==> src/rtl/ram_2w2r_xor.sv <==
// Two-write / two-read memory built from 1R1W replicas using the XOR-bank scheme:
// word X = bank_a[X] ^ bank_b[X]. Includes a synchronous bulk-clear sweep.
module ram_2w2r_xor #(
    parameter int unsigned WIDTH          = 8,
    parameter int unsigned ADDR_W         = 4,
    parameter bit          CLEAR_ON_RESET = 1'b1
) (
    input  logic              clk,
    input  logic              rst,
    input  logic              w_en_a,
    input  logic [ADDR_W-1:0] w_addr_a,
    input  logic [WIDTH-1:0]  w_data_a,
    input  logic              w_en_b,
    input  logic [ADDR_W-1:0] w_addr_b,
    input  logic [WIDTH-1:0]  w_data_b,
    input  logic              r_en_a,
    input  logic [ADDR_W-1:0] r_addr_a,
    output logic [WIDTH-1:0]  r_data_a,
    input  logic              r_en_b,
    input  logic [ADDR_W-1:0] r_addr_b,
    output logic [WIDTH-1:0]  r_data_b,
    input  logic              clr_req,
    output logic              busy
);

    localparam int unsigned DEPTH = 2 ** ADDR_W;
    // Replica 0 serves the other writer's old-value lookup, 1 and 2 serve read ports A and B.
    localparam int unsigned NREP  = 3;
    localparam logic [ADDR_W:0] LAST = (ADDR_W + 1)'(DEPTH - 1);

    typedef enum logic {IDLE, CLEAR} state_t;

    state_t          state, state_nx;
    logic [ADDR_W:0] cnt, cnt_nx;

    logic [WIDTH-1:0] bank_a [NREP][DEPTH];
    logic [WIDTH-1:0] bank_b [NREP][DEPTH];

    logic              clr_go, acc_a, acc_b, act_a, act_b;
    logic              p1_a_vld, p1_b_vld;
    logic [ADDR_W-1:0] p1_a_addr, p1_b_addr;
    logic [WIDTH-1:0]  p1_a_data, p1_b_data;
    logic [WIDTH-1:0]  lk_a, lk_b;
    logic              fa_hit, fb_hit;
    logic [WIDTH-1:0]  fa_word, fb_word;
    logic [WIDTH-1:0]  old_a, old_b, word_a, word_b;
    logic              we_a, we_b;
    logic [ADDR_W-1:0] wad_a, wad_b;
    logic [WIDTH-1:0]  wdat_a, wdat_b;

    logic              r_en_v   [2];
    logic [ADDR_W-1:0] r_addr_v [2];
    logic              fhit     [2];
    logic [WIDTH-1:0]  fval     [2];
    logic              rf_hit   [2];
    logic [WIDTH-1:0]  rf_val   [2];
    logic [WIDTH-1:0]  rq_a     [2];
    logic [WIDTH-1:0]  rq_b     [2];

    assign busy = (state == CLEAR);

    // ---------------- sweep FSM ----------------
    always_ff @(posedge clk) begin
        if (rst) begin
            state <= CLEAR_ON_RESET ? CLEAR : IDLE;
            cnt   <= '0;
        end else begin
            state <= state_nx;
            cnt   <= cnt_nx;
        end
    end

    always_comb begin
        state_nx = state;
        cnt_nx   = cnt;
        case (state)
            IDLE: begin
                if (clr_req) begin
                    state_nx = CLEAR;
                    cnt_nx   = '0;
                end
            end
            CLEAR: begin
                cnt_nx = cnt + 1'b1;
                if (cnt == LAST) begin
                    state_nx = IDLE;
                    cnt_nx   = '0;
                end
            end
            default: state_nx = IDLE;
        endcase
    end

    // ---------------- write pipeline ----------------
    assign clr_go = (state == IDLE) && clr_req;
    assign acc_a  = w_en_a && (state == IDLE) && !clr_req;
    assign acc_b  = w_en_b && (state == IDLE) && !clr_req && !(acc_a && (w_addr_a == w_addr_b));
    assign act_a  = p1_a_vld && !clr_go;
    assign act_b  = p1_b_vld && !clr_go;

    // The lookup RAM reads old data when the other bank writes the same word that cycle,
    // so the other bank's just-written word is captured and substituted.
    assign old_a  = fa_hit ? fa_word : lk_b;
    assign old_b  = fb_hit ? fb_word : lk_a;
    assign word_a = p1_a_data ^ old_a;
    assign word_b = p1_b_data ^ old_b;

    assign we_a   = busy || act_a;
    assign we_b   = busy || act_b;
    assign wad_a  = busy ? cnt[ADDR_W-1:0] : p1_a_addr;
    assign wad_b  = busy ? cnt[ADDR_W-1:0] : p1_b_addr;
    assign wdat_a = busy ? '0 : word_a;
    assign wdat_b = busy ? '0 : word_b;

    always_ff @(posedge clk) begin
        for (int unsigned i = 0; i < NREP; i++) begin
            if (we_a) bank_a[i][wad_a] <= wdat_a;
            if (we_b) bank_b[i][wad_b] <= wdat_b;
        end
    end

    always_ff @(posedge clk) begin
        if (rst) begin
            p1_a_vld  <= 1'b0;
            p1_a_addr <= '0;
            p1_a_data <= '0;
            p1_b_vld  <= 1'b0;
            p1_b_addr <= '0;
            p1_b_data <= '0;
            lk_a      <= '0;
            lk_b      <= '0;
            fa_hit    <= 1'b0;
            fa_word   <= '0;
            fb_hit    <= 1'b0;
            fb_word   <= '0;
        end else begin
            p1_a_vld  <= acc_a;
            p1_a_addr <= w_addr_a;
            p1_a_data <= w_data_a;
            p1_b_vld  <= acc_b;
            p1_b_addr <= w_addr_b;
            p1_b_data <= w_data_b;
            lk_b      <= bank_b[0][w_addr_a];
            lk_a      <= bank_a[0][w_addr_b];
            fa_hit    <= act_b && (p1_b_addr == w_addr_a);
            fa_word   <= word_b;
            fb_hit    <= act_a && (p1_a_addr == w_addr_b);
            fb_word   <= word_a;
        end
    end

    // ---------------- read ports ----------------
    assign r_en_v[0]   = r_en_a;
    assign r_en_v[1]   = r_en_b;
    assign r_addr_v[0] = r_addr_a;
    assign r_addr_v[1] = r_addr_b;

    // Newest source first: writes presented this cycle, then writes landing in RAM this cycle.
    always_comb begin
        for (int unsigned p = 0; p < 2; p++) begin
            fhit[p] = 1'b0;
            fval[p] = '0;
            if (busy) begin
                fhit[p] = 1'b1;
            end else if (acc_a && (w_addr_a == r_addr_v[p])) begin
                fhit[p] = 1'b1;
                fval[p] = w_data_a;
            end else if (acc_b && (w_addr_b == r_addr_v[p])) begin
                fhit[p] = 1'b1;
                fval[p] = w_data_b;
            end else if (act_a && (p1_a_addr == r_addr_v[p])) begin
                fhit[p] = 1'b1;
                fval[p] = p1_a_data;
            end else if (act_b && (p1_b_addr == r_addr_v[p])) begin
                fhit[p] = 1'b1;
                fval[p] = p1_b_data;
            end
        end
    end

    always_ff @(posedge clk) begin
        if (rst) begin
            for (int unsigned p = 0; p < 2; p++) begin
                rf_hit[p] <= 1'b0;
                rf_val[p] <= '0;
                rq_a[p]   <= '0;
                rq_b[p]   <= '0;
            end
        end else begin
            for (int unsigned p = 0; p < 2; p++) begin
                if (r_en_v[p]) begin
                    rf_hit[p] <= fhit[p];
                    rf_val[p] <= fval[p];
                    rq_a[p]   <= bank_a[p + 1][r_addr_v[p]];
                    rq_b[p]   <= bank_b[p + 1][r_addr_v[p]];
                end
            end
        end
    end

    assign r_data_a = rf_hit[0] ? rf_val[0] : (rq_a[0] ^ rq_b[0]);
    assign r_data_b = rf_hit[1] ? rf_val[1] : (rq_a[1] ^ rq_b[1]);

endmodule

==> config.mk <==
export PLATFORM = sky130hd
export DESIGN_NAME = ram_2w2r_xor
export DESIGN_NICKNAME = d
export VERILOG_FILES = /design/src/rtl/ram_2w2r_xor.sv
export SDC_FILE = /design/constraint.sdc
export NUM_CORES = 1
export LEC_CHECK = 0
export CORE_MARGIN = 1
export CORE_UTILIZATION = 60
export CTS_CLUSTER_SIZE = 28
export DETAILED_ROUTE_END_ITERATION = 6
export GPL_TIMING_DRIVEN = 0
export PLACE_DENSITY_LB_ADDON = 0.08
export SLEW_MARGIN = 20
export SYNTH_ARGS = -nofsm -noshare
export SYNTH_HDL_FRONTEND = slang
export SYNTH_SLANG_ARGS = --single-unit
==> constraint.sdc <==
create_clock -name clk -period 5.95 [get_ports clk]
set_input_delay 0.8925 -clock clk [delete_from_list [all_inputs] [get_ports clk]]
set_output_delay 0.8925 -clock clk [all_outputs]
set_load 0.02 [all_outputs]
==> results summary <==
The final-report hold violation count is 0. The initial antenna violation count was 6. VDD sags by at most 0.2307 mV. The tightest hold path in the finished design has a slack of about 0.44 ns. The half-perimeter wire length after detailed placement came out at a little over 40 mm.

The number of DRC markers after the initial detailed-route iteration came out at between 1,500 and 2,000. The sequential-to-total area share from yosys stat came out at 54.53%. The height of the die came out at 181.2 um. The area fraction of the dominant cell type after synthesis came out at 47.68%. The element type at the critical path end is a flip-flop.

The power density over cell area came out at 283.7 nW/um2. The run finished with clean final reports. The initial cell density of the core came out at 61.07%. The net count after synthesis came out at 1,197.

The via count of the first global-routing pass is 12,010. The tightest min-delay check is of the reg -> reg type. Walking the worst path, the cells encountered are buf_2 -> buf_2 -> clkbuf_1 -> mux4_2 -> mux4_2 -> and2_1. The distinct cell type count after synthesis is 55. The slowest stage of the critical path is the clkbuf_1 cell.

The end point of the critical path is rq_a[0][10]$_SDFFCE_PP0P_. After layout, the minimum clock period comes to about 3.3 ns. The buffer count from post-CTS setup fixing came out at 0. In this run the static leakage power is about 7 nW.

The cell depth of the worst setup path came out at 6. After detailed routing, the met2 layer carries 26.56 mm of wire. At the end of the flow, the number of nets in the layout was about 1,300. Setup repair after global routing left no endpoint under its margin. The post-placement setup slack came out at 2.180 ns.

The setup slack of the most critical reg-to-reg path is 3.07 ns. The highest net fanout along the worst path is 10. The floorplan die width is 181.2 um. The tightest slew margin relative to the limit came out at ~22%. The final clock skew came out at 0.02493 ns. The total iterations of the first detailed-routing run is 5. The total of flip-flops plus latches after synthesis is 372.

The aggregate global-route resource usage is 36.28%. TritonCTS built the clock tree. The number of cells produced by synthesis came out at 1,157. The category of the most critical setup path is in -> reg. The post-detailed-routing wire length came out at about 57 mm.

Summing every instance area after synthesis gives around 19,000 um2. The die covers 32,840 um2. At the end of routability-driven placement, the weighted congestion stood at 0.9502. The sum of buffers and inverters on the critical path is 3. Across the run, the number of max-cap violations was 0.

Post-CTS repair changed the size of 0 cells. In this run, CTS created clock tree buffers numbering 40. The worst-skew pair later-pin latency came out at 0.56 ns.

Sorting the synthesized cells by area gives the leading types as edfxtp_1 48%, mux4_2 28%, dfxtp_1 6.9%. After filler insertion, the fill cell instance count of the layout stands at approximately 2,100. For the worst flop-to-flop path, the logic depth is 5. The critical path starts at r_addr_b[2]. In this run the core area contains 65 standard-cell rows. The largest stage delay on the critical path came out at between 0.8 and 0.9 ns.

The number of I/O port buffers is 47. STA puts the critical path data required time at 6.25 ns. The root buffer cell chosen for the clock tree is clkbuf_16. The first-pass GRT wire length is 83.19 mm. The count of flip-flops with a built-in enable after synthesis is 306. The layout cell share with drive strength beyond 1 is 29.15%.

The highest metal layer with signal wires is met5. In this run the critical register-to-register path is launched from busy$_SDFF_PP1_. The final cycle utilization of the critical path is 54.64%. The core box area is approximately 32,000 um2. The number of buffers on the longest clock path is 3. The average instance in the mapped netlist occupies about 17 um2. The global-route congestion overflow total is 0. Setup violations remaining at the end of the flow were counted as 0. The worst path meets setup with 2.699 ns of slack. For the final routed database, the setup TNS stands at 0 ns. The number of vias per cell is 7.287.

The via count of the routed design came out at 12,250. The async set-or-reset flop fraction in the synthesized netlist is 0%. The count of pins on the block boundary came out at 56. Relative to the synthesized area, the layout overhead comes to 12.03%.

The highest clock frequency the design can meet came out at 307.6 MHz. Grouping stages by cell kind, the critical path spends the most delay in buffers and inverters. In this run the critical register-to-register path is captured at bank_b[0][268]$_DFFE_PP_.

For the worst setup path, the data arrival time is 3.55 ns. The number of warning messages in the yosys log is 0. The final number of max-transition violations is 0. The cts-stage hold buffer count is 0. The startpoint kind of the worst setup timing path is a primary input.

For the pin with the worst max-slew slack, the measured transition is approximately 1.2 ns. In the post-synthesis netlist, the cell with the most instances is edfxtp_1. The final routed wire length divided by cell count is 34.09 um. The number of antenna-violating nets in the routed design came out at 0. In the final routing, the length of wire on met1 measures 21.02 mm. The CTS H-tree depth is 2.

Detailed routing placed a total of 7.159 mm of wire on met3. The synthesized design spends more area on one cell type than any other, namely edfxtp_1. Cells fill 68.42% of the core in the end. After layout, the design draws a total of 6.126 mW.

The DRC violations left came out at 0. In the synthesized netlist the dominant register cell turns out to be edfxtp_1. After clock tree synthesis, the clock-pin slew on the worst setup and hold paths is 0.06 ns.

The commonest cells after synthesis are 306 x edfxtp_1, 240 x mux4_2, 73 x nor2_1. CTS saw ~370 sinks. Entering global routing, the biggest net connects 26 pins.
[power by group]
group / total [mW] / internal, mW / switching, mW
Clock: 2.50 / 1.44 / 1.06
Sequential: 2.94 / 2.89 / 0.0552
Combinational: 0.686 / 0.302 / 0.384
[cell type report]
| cell class | instances | area [um2] | share of cell area (%) |
|---|---|---|---|
| tap | 402 | 503.0 | 2.330 |
| multi-input combinational | 686 | 8305 | 38.47 |
| sequential | 372 | 10510 | 48.68 |
| clock buffer | 47 | 1049 | 4.856 |
| timing repair buffer | 47 | 470.5 | 2.179 |
| buffer | 92 | 473.0 | 2.191 |
| clock inverter | 25 | 246.5 | 1.142 |
| antenna | 3 | 7.507 | 0.03477 |
| inverter | 7 | 26.28 | 0.1217 |
[worst min path at each step]
| stage | startpoint | end | slack (ns) | depth (start not counted) |
|---|---|---|---|---|
| floorplan | cnt[4]$_SDFFE_PP0P_ | cnt[4]$_SDFFE_PP0P_ | 0.41 | 2 |
| global placement | cnt[4]$_SDFFE_PP0P_ | cnt[4]$_SDFFE_PP0P_ | 0.42 | 2 |
| detailed placement | cnt[4]$_SDFFE_PP0P_ | cnt[4]$_SDFFE_PP0P_ | 0.42 | 2 |
| CTS | cnt[4]$_SDFFE_PP0P_ | cnt[4]$_SDFFE_PP0P_ | 0.44 | 2 |
| global route | cnt[4]$_SDFFE_PP0P_ | cnt[4]$_SDFFE_PP0P_ | 0.45 | 2 |
| finish | cnt[4]$_SDFFE_PP0P_ | cnt[4]$_SDFFE_PP0P_ | 0.44 | 2 |
[stage by stage]
| step | instance area, um2 | instances |
|---|---|---|
| floorplan | 19270 | 1157 |
| detailed placement | 20260 | 1606 |
| finish | 21590 | 1681 |
| CTS | 21550 | 1678 |
| global placement | 20250 | 1606 |
| global route | 21580 | 1678 |
[worst min-delay path, stage by stage (launching register included)]
cell and delay, ns:
dfxtp_1 0.31, nand2_1 0.05, a21oi_1 0.03
[flip-flops by register name (all words and copies together) (netlist names)]
register   flops
lk_a           8
cnt            5
lk_b           8
p1_b_addr      4
fa_word        8
fb_word        8
p1_a_vld       1
rf_val        16
rq_b          16
p1_a_data      8
p1_b_data      8
bank_b       128
p1_b_vld       1
rq_a          16
fb_hit         1
busy           1
bank_a       128
p1_a_addr      4
rf_hit         2
fa_hit         1
[placed cells by master, fill, tap and decap left out, drive strengths merged, types with 9 or more instances in the layout]
cell	synthesis	final
edfxtp	306	306
mux4	240	240
clkbuf	42	89
nor2	75	75
dfxtp	66	66
buf	50	50
clkdlybuf4s50	0	47
o21ai	46	46
nor2b	40	40
nand2	38	38
xor2	38	38
xnor2	38	38
and2	35	35
a21oi	22	22
clkinv	0	18
nand3	17	17
mux2i	16	16
inv	7	9
[cells by family (layout without fill, tap and decap cells)]
logic type / Yosys count / after routing / share of synthesized area [%]
DFF: 372 / 372 / 54.53
muxes: 256 / 256 / 28.88
and+or+nand+nor: 235 / 235 / 6.337
AOI/OAI and AO/OA: 118 / 118 / 4.155
buffers and inverters: 99 / 218 / 2.577
xor gates and xnor gates: 76 / 76 / 3.454
adders and majority gates: 1 / 1 / 0.06491
other: 0 / 3 / 0
[routing by layer]
metal	vias to the layer above	GRT usage, %
li1	4890	-
met4	4	14.92
met2	952	55.74
met3	173	10.91
met5	-	0
met1	6231	48.88
Note: power is estimated with default switching activity, not from simulation.
